[config.mk]
export PLATFORM = sky130hd
export DESIGN_NAME = mul_issue_ctrl
export DESIGN_NICKNAME = d
export VERILOG_FILES = /design/src/rtl/mul_issue_ctrl.sv
export SDC_FILE = /design/constraint.sdc
export NUM_CORES = 1
export LEC_CHECK = 0
export BUFFER_PORTS_ARGS = -buffer_cell sky130_fd_sc_hd__buf_4
export CAP_MARGIN = 5
export CORE_ASPECT_RATIO = 1.1
export CORE_MARGIN = 2
export CORE_UTILIZATION = 40
export CTS_BUF_LIST = sky130_fd_sc_hd__clkbuf_2 sky130_fd_sc_hd__clkbuf_4 sky130_fd_sc_hd__clkbuf_8
export DETAILED_ROUTE_END_ITERATION = 10
export PLACE_DENSITY_LB_ADDON = 0.25
export SYNTH_ARGS = -nofsm -noshare
export SYNTH_HDL_FRONTEND = slang
export SYNTH_SLANG_ARGS = --single-unit
[constraint.sdc]
create_clock -name clk -period 11 [get_ports clk]
set_input_delay 0.55 -clock clk [delete_from_list [all_inputs] [get_ports clk]]
set_output_delay 0.55 -clock clk [all_outputs]
set_load 0.005 [all_outputs]
[src/rtl/mul_issue_ctrl.sv]
// mul_issue_ctrl
//   Sequencing and result-formatting stage for the RV32M multiply path.
//   Accepts one multiply request at a time, runs the iterative signed
//   multiplier, applies unsigned-operand correction for MULHSU/MULHU and
//   hands a 32-bit result to writeback. A one-entry operand/product cache
//   lets a MULH[S][U]+MUL pair on identical operands skip a second run.
//
// Ports
//   clk, rst               clock (rising edge), async active-high reset
//   in_valid/in_ready      request handshake
//   in_op                  00 MUL, 01 MULH, 10 MULHSU, 11 MULHU
//   in_a, in_b             rs1 / rs2 values
//   flush                  kill any in-flight request
//   out_valid/out_ready    result handshake
//   out_result             formatted result
//   mul_a, mul_b           registered multiplier operands
//   mul_rst                multiplier hold/start (falling edge starts a run)
//   mul_p, mul_done        signed product and completion from the multiplier
module mul_issue_ctrl #(
   parameter int unsigned XLEN = 32
) (
   input  logic              clk,
   input  logic              rst,
   input  logic              in_valid,
   output logic              in_ready,
   input  logic [1:0]        in_op,
   input  logic [XLEN-1:0]   in_a,
   input  logic [XLEN-1:0]   in_b,
   input  logic              flush,
   output logic              out_valid,
   input  logic              out_ready,
   output logic [XLEN-1:0]   out_result,
   output logic [XLEN-1:0]   mul_a,
   output logic [XLEN-1:0]   mul_b,
   output logic              mul_rst,
   input  logic [2*XLEN-1:0] mul_p,
   input  logic              mul_done
);

   localparam logic [1:0] st_idle = 2'd0;
   localparam logic [1:0] st_load = 2'd1;
   localparam logic [1:0] st_run  = 2'd2;
   localparam logic [1:0] st_resp = 2'd3;

   localparam logic [1:0] op_mul    = 2'b00;
   localparam logic [1:0] op_mulh   = 2'b01;
   localparam logic [1:0] op_mulhsu = 2'b10;

   logic [1:0]        state_q, state_d;
   logic [1:0]        op_q;
   logic [XLEN-1:0]   a_q, b_q;
   logic [XLEN-1:0]   mul_a_q, mul_b_q;
   logic [2*XLEN-1:0] prod_q;
   logic              cache_valid_q;
   logic [XLEN-1:0]   cache_a_q, cache_b_q;
   logic [2*XLEN-1:0] cache_p_q;

   logic accept;
   logic hit;
   logic run_done;

   // in_ready is not gated by flush; flush instead suppresses the accept.
   assign in_ready = (state_q == st_idle);
   assign accept   = in_ready & in_valid & ~flush;
   assign hit      = cache_valid_q & (in_a == cache_a_q) & (in_b == cache_b_q);
   assign run_done = (state_q == st_run) & mul_done & ~flush;

   always_comb begin
      state_d = state_q;
      if (flush) begin
         state_d = st_idle;
      end else begin
         case (state_q)
            st_idle: if (in_valid) state_d = hit ? st_resp : st_load;
            st_load: state_d = st_run;
            st_run:  if (mul_done) state_d = st_resp;
            st_resp: if (out_ready) state_d = st_idle;
            default: state_d = st_idle;
         endcase
      end
   end

   always_ff @(posedge clk or posedge rst) begin
      if (rst) begin
         state_q       <= st_idle;
         op_q          <= '0;
         a_q           <= '0;
         b_q           <= '0;
         mul_a_q       <= '0;
         mul_b_q       <= '0;
         prod_q        <= '0;
         cache_valid_q <= 1'b0;
         cache_a_q     <= '0;
         cache_b_q     <= '0;
         cache_p_q     <= '0;
      end else begin
         state_q <= state_d;
         if (accept) begin
            op_q <= in_op;
            a_q  <= in_a;
            b_q  <= in_b;
            if (hit) begin
               prod_q <= cache_p_q;
            end else begin
               // Multiplier operands only move on the edge that enters LOAD.
               mul_a_q <= in_a;
               mul_b_q <= in_b;
            end
         end
         // Cache is written only by a completed run, so a flushed run
         // leaves the previous entry intact.
         if (run_done) begin
            prod_q        <= mul_p;
            cache_valid_q <= 1'b1;
            cache_a_q     <= mul_a_q;
            cache_b_q     <= mul_b_q;
            cache_p_q     <= mul_p;
         end
      end
   end

   assign mul_a     = mul_a_q;
   assign mul_b     = mul_b_q;
   assign mul_rst   = (state_q != st_run);
   assign out_valid = (state_q == st_resp);

   // The multiplier is signed x signed. Treating an operand as unsigned
   // adds 2^32 * (other operand) when its top bit is set, which only
   // affects the upper word.
   logic [XLEN-1:0] prod_lo, prod_hi;
   logic [XLEN-1:0] corr_a, corr_b;

   assign prod_lo = prod_q[XLEN-1:0];
   assign prod_hi = prod_q[2*XLEN-1:XLEN];
   assign corr_a  = b_q[XLEN-1] ? a_q : '0;
   assign corr_b  = a_q[XLEN-1] ? b_q : '0;

   always_comb begin
      out_result = '0;
      case (op_q)
         op_mul:    out_result = prod_lo;
         op_mulh:   out_result = prod_hi;
         op_mulhsu: out_result = prod_hi + corr_a;
         default:   out_result = prod_hi + corr_a + corr_b;
      endcase
   end

endmodule
==> insert_results.sql <==
INSERT INTO impl_metrics (metric_group, metric, value, unit) VALUES
('synthesis', 'ys_top_cells_by_count', 'sky130_fd_sc_hd__dfrtp_1, sky130_fd_sc_hd__mux2_2, sky130_fd_sc_hd__nand2_1, sky130_fd_sc_hd__o21ai_0, sky130_fd_sc_hd__ha_1', ''),
('final_layout', 'n_antenna_cell', '0', ''),
('timing', 'clock-skew-final', '27.2', 'ps'),
('synthesis', 'yosys.area_share.adder', '0.0525', ''),
('route', 'detail_route.wirelength', '46700', 'µm'),
('critical_path', 'crit_path_start_kind', 'flop', ''),
('final_layout', 'final.fill_count', '3944', ''),
('cts', 'hold_buffers', '0', ''),
('floorplanning', 'floorplan.die.height', '220', 'µm'),
('placed_design', 'placed_area', '19300', 'µm²'),
('synthesis', 'postSynth.asyncResetShare', '1.00', ''),
('cts', 'postCtsResizedCells', '0', ''),
('route', '1st_pass_router_iterations', '5', ''),
('synthesis', 'most_used_standard_cell_by_instance_count_after_synthesis', 'sky130_fd_sc_hd__dfrtp_1', ''),
('synthesis', 'yosysWarningCount', '0', ''),
('floorplanning', 'coreArea', '42100', 'µm²'),
('global_route', 'grt_pass1_wl', '72300', 'µm'),
('critical_path', 'endpoint_kind', 'output pin', ''),
('placed_design', 'pre_cts_ws', '4870', 'ps'),
('timing', 'finalWorstPathRequiredPeriod', '6770', 'ps'),
('synthesis', 'synthTopCellsByArea', 'sky130_fd_sc_hd__dfrtp_1, sky130_fd_sc_hd__mux2_2, sky130_fd_sc_hd__ha_1, sky130_fd_sc_hd__nand2_1, sky130_fd_sc_hd__mux4_2', ''),
('critical_path', 'setup.worst_path.class', 'reg2out', ''),
('cts', 'tritoncts_num_sinks', '325', ''),
('final_layout', 'fin_cells', '2331', ''),
('floorplanning', 'die_w', '200', 'µm'),
('timing', 'maxSlewHeadroom', '0.281', ''),
('critical_path', 'critical-path-slowest-cell', 'sky130_fd_sc_hd__o41ai_1', ''),
('timing', 'timing_hold_violations_final', '0', ''),
('placed_design', 'place_hpwl', '35000', 'µm'),
('route', 'drt-wirelength-per-cell', '20.0', 'µm'),
('cts', 'clkTransAtPathRegs', '60', 'ps'),
('synthesis', 'synthXorXnorAreaFrac', '0.0475', ''),
('placed_design', 'numPortBuffers', '234', ''),
('cts', 'cts_max_path_buffers', '3', ''),
('run_status', 'status', 'completed', ''),
('synthesis', 'post_synthesis_register_bit_count', '325', ''),
('synthesis', 'synth_largest_type_area_fraction', '0.480', ''),
('timing', 'fmaxAchievable', '0.148', 'GHz'),
('synthesis', 'synth_enable_flop_cells', '0', ''),
('critical_path', 'crit_fanout', '6', ''),
('critical_path', 'timing.critical_path.arrival', '6220', 'ps'),
('global_route', 'pin_count_of_the_biggest_net_entering_global_routing', '100', ''),
('critical_path', 'worst_path_most_repeated_cell', 'sky130_fd_sc_hd__a21oi_1', ''),
('hold_path', 'hold_class', 'in2async', ''),
('cts', 'clk-insertion-delay-late', '660', 'ps'),
('global_route', 'antenna_found_initial', '0', ''),
('synthesis', 'dominant_combinational_cell_family_by_area_after_synthesis', 'multiplexers', ''),
('placed_design', 'place_inst', '2233', ''),
('cts', 'tritoncts_clock_tree', 'yes', ''),
('route', 'via_count', '12100', ''),
('synthesis', 'synth_cell_types', '63', ''),
('final_layout', 'sequential_cell_area', '8130', 'µm²'),
('timing', 'rsz0062_at_grt', 'no', ''),
('timing', 'worst_pin_slew', '1070', 'ps'),
('floorplanning', 'fp.dieArea', '44100', 'µm²'),
('route', 'antenna_left', '0', ''),
('final_layout', 'num-nets-final', '1927', ''),
('cts', 'htreeDepth', '2', ''),
('placed_design', 'gp_congestion', '0.858', ''),
('synthesis', 'mappedNetlistArea', '17000', 'µm²'),
('route', 'avgViaCountPerCell', '5.19', ''),
('final_layout', 'layout-drive-gt1-share', '0.354', ''),
('power_and_ir_drop', 'static_power_due_to_leakage', '10.0', 'nW'),
('synthesis', 'synth_seq_area_share', '0.480', ''),
('synthesis', 'post_synth_mux_area_share', '0.195', ''),
('timing', 'final_min_period_over_clock_period', '0.615', ''),
('power_and_ir_drop', 'peak_supply_drop', '138', 'µV'),
('synthesis', 'post-synth-top-area-cell', 'sky130_fd_sc_hd__dfrtp_1', ''),
('cts', 'cts_root_buf', 'sky130_fd_sc_hd__clkbuf_8', ''),
('power_and_ir_drop', 'powerDensity', '305', 'nW/µm²'),
('cts', 'post-cts-setup-buffers', '0', '');
==> stage by stage <==
stage | hold slack [ps] | power, W
after floorplan | 427 | 0.00404
after global placement | 445 | 0.00508
after detailed placement | 455 | 0.00513
after CTS | 13.2 | 0.00631
after global routing | 39.5 | 0.00670
final | 11.6 | 0.00623
==> cells in the final DEF, fill, tap and decap left out, types with 9 or more instances in the layout <==
cell,synthesis,layout
sky130_fd_sc_hd__nor3_1,10,10
sky130_fd_sc_hd__mux2_2,234,234
sky130_fd_sc_hd__a21oi_1,47,47
sky130_fd_sc_hd__xor2_1,39,39
sky130_fd_sc_hd__buf_4,0,247
sky130_fd_sc_hd__o21a_1,11,11
sky130_fd_sc_hd__o21ai_0,69,69
sky130_fd_sc_hd__ha_1,68,68
sky130_fd_sc_hd__nand3_1,15,15
sky130_fd_sc_hd__inv_1,42,41
sky130_fd_sc_hd__mux4_2,28,28
sky130_fd_sc_hd__and2_1,64,64
sky130_fd_sc_hd__nand2b_1,10,9
sky130_fd_sc_hd__nand2_1,206,206
sky130_fd_sc_hd__a21o_1,33,33
sky130_fd_sc_hd__clkbuf_4,0,16
sky130_fd_sc_hd__nor2_1,30,30
sky130_fd_sc_hd__xnor2_1,53,53
sky130_fd_sc_hd__clkinv_2,0,9
sky130_fd_sc_hd__clkbuf_8,0,68
sky130_fd_sc_hd__dfrtp_1,325,325
sky130_fd_sc_hd__nor4_1,11,11
sky130_fd_sc_hd__o22ai_1,10,10
==> report_power, final <==
| part | switching, W | internal (W) |
|---|---|---|
| registers | 0.000376 | 0.00176 |
| logic | 0.00143 | 0.00151 |
| clock network | 0.000509 | 0.000638 |
==> registers in the layout, indices dropped and copies added (netlist names) <==
register	cells
cache_p_q	64
cache_b_q	32
mul_a	32
mul_b	32
op_q	2
a_q	32
cache_a_q	32
cache_valid_q	1
state_q	2
b_q	32
prod_q	64
==> cell type report <==
cell class,instances,area share
clock inverter,14,0.00582
inverter,42,0.00808
timing repair buffer,247,0.0908
multi-input combinational,1052,0.411
tap,567,0.0347
clock buffer,84,0.0517
sequential,325,0.398
==> layer usage <==
layer  vias to the layer above  global-route usage  share of wire
met4                         0              0.0719          0.026
met3                        67              0.0355          0.042
met2                       271               0.336           0.45
met1                      6017               0.300           0.48
li1                       5737                   -              -
met5                         -                   0              0
==> worst max-delay path, delay by kind of cell (launching register included) <==
family,cells,cell delay (ps)
buffers and inverters,1,160
xor gates and xnor gates,2,320
and+or+nand+nor,5,720
DFF,1,370
adders and majority gates,3,1090
AOI/OAI and AO/OA,13,2900
==> kinds of logic after synthesis <==
logic type,Yosys count
and+or+nand+nor,379
DFF,325
muxes,266
xor gates and xnor gates,92
AOI/OAI and AO/OA,245
buffers and inverters,105
adders and majority gates,70
==> final timing paths <==
kind                       slack, ps             end           from  cells after the start
max                             4230  out_result[30]         a_q[0]                     24
min in group clk                  70      state_q[1]          flush                      2
max in group asynchronous       9480    cache_a_q[7]            rst                      3
max reg2reg                     6410        mul_b[2]  cache_a_q[11]                      9
min reg2reg                      470   cache_valid_q  cache_valid_q                      1
min                               10    cache_b_q[1]            rst                      2
Note: power is estimated with default switching activity, not from simulation.
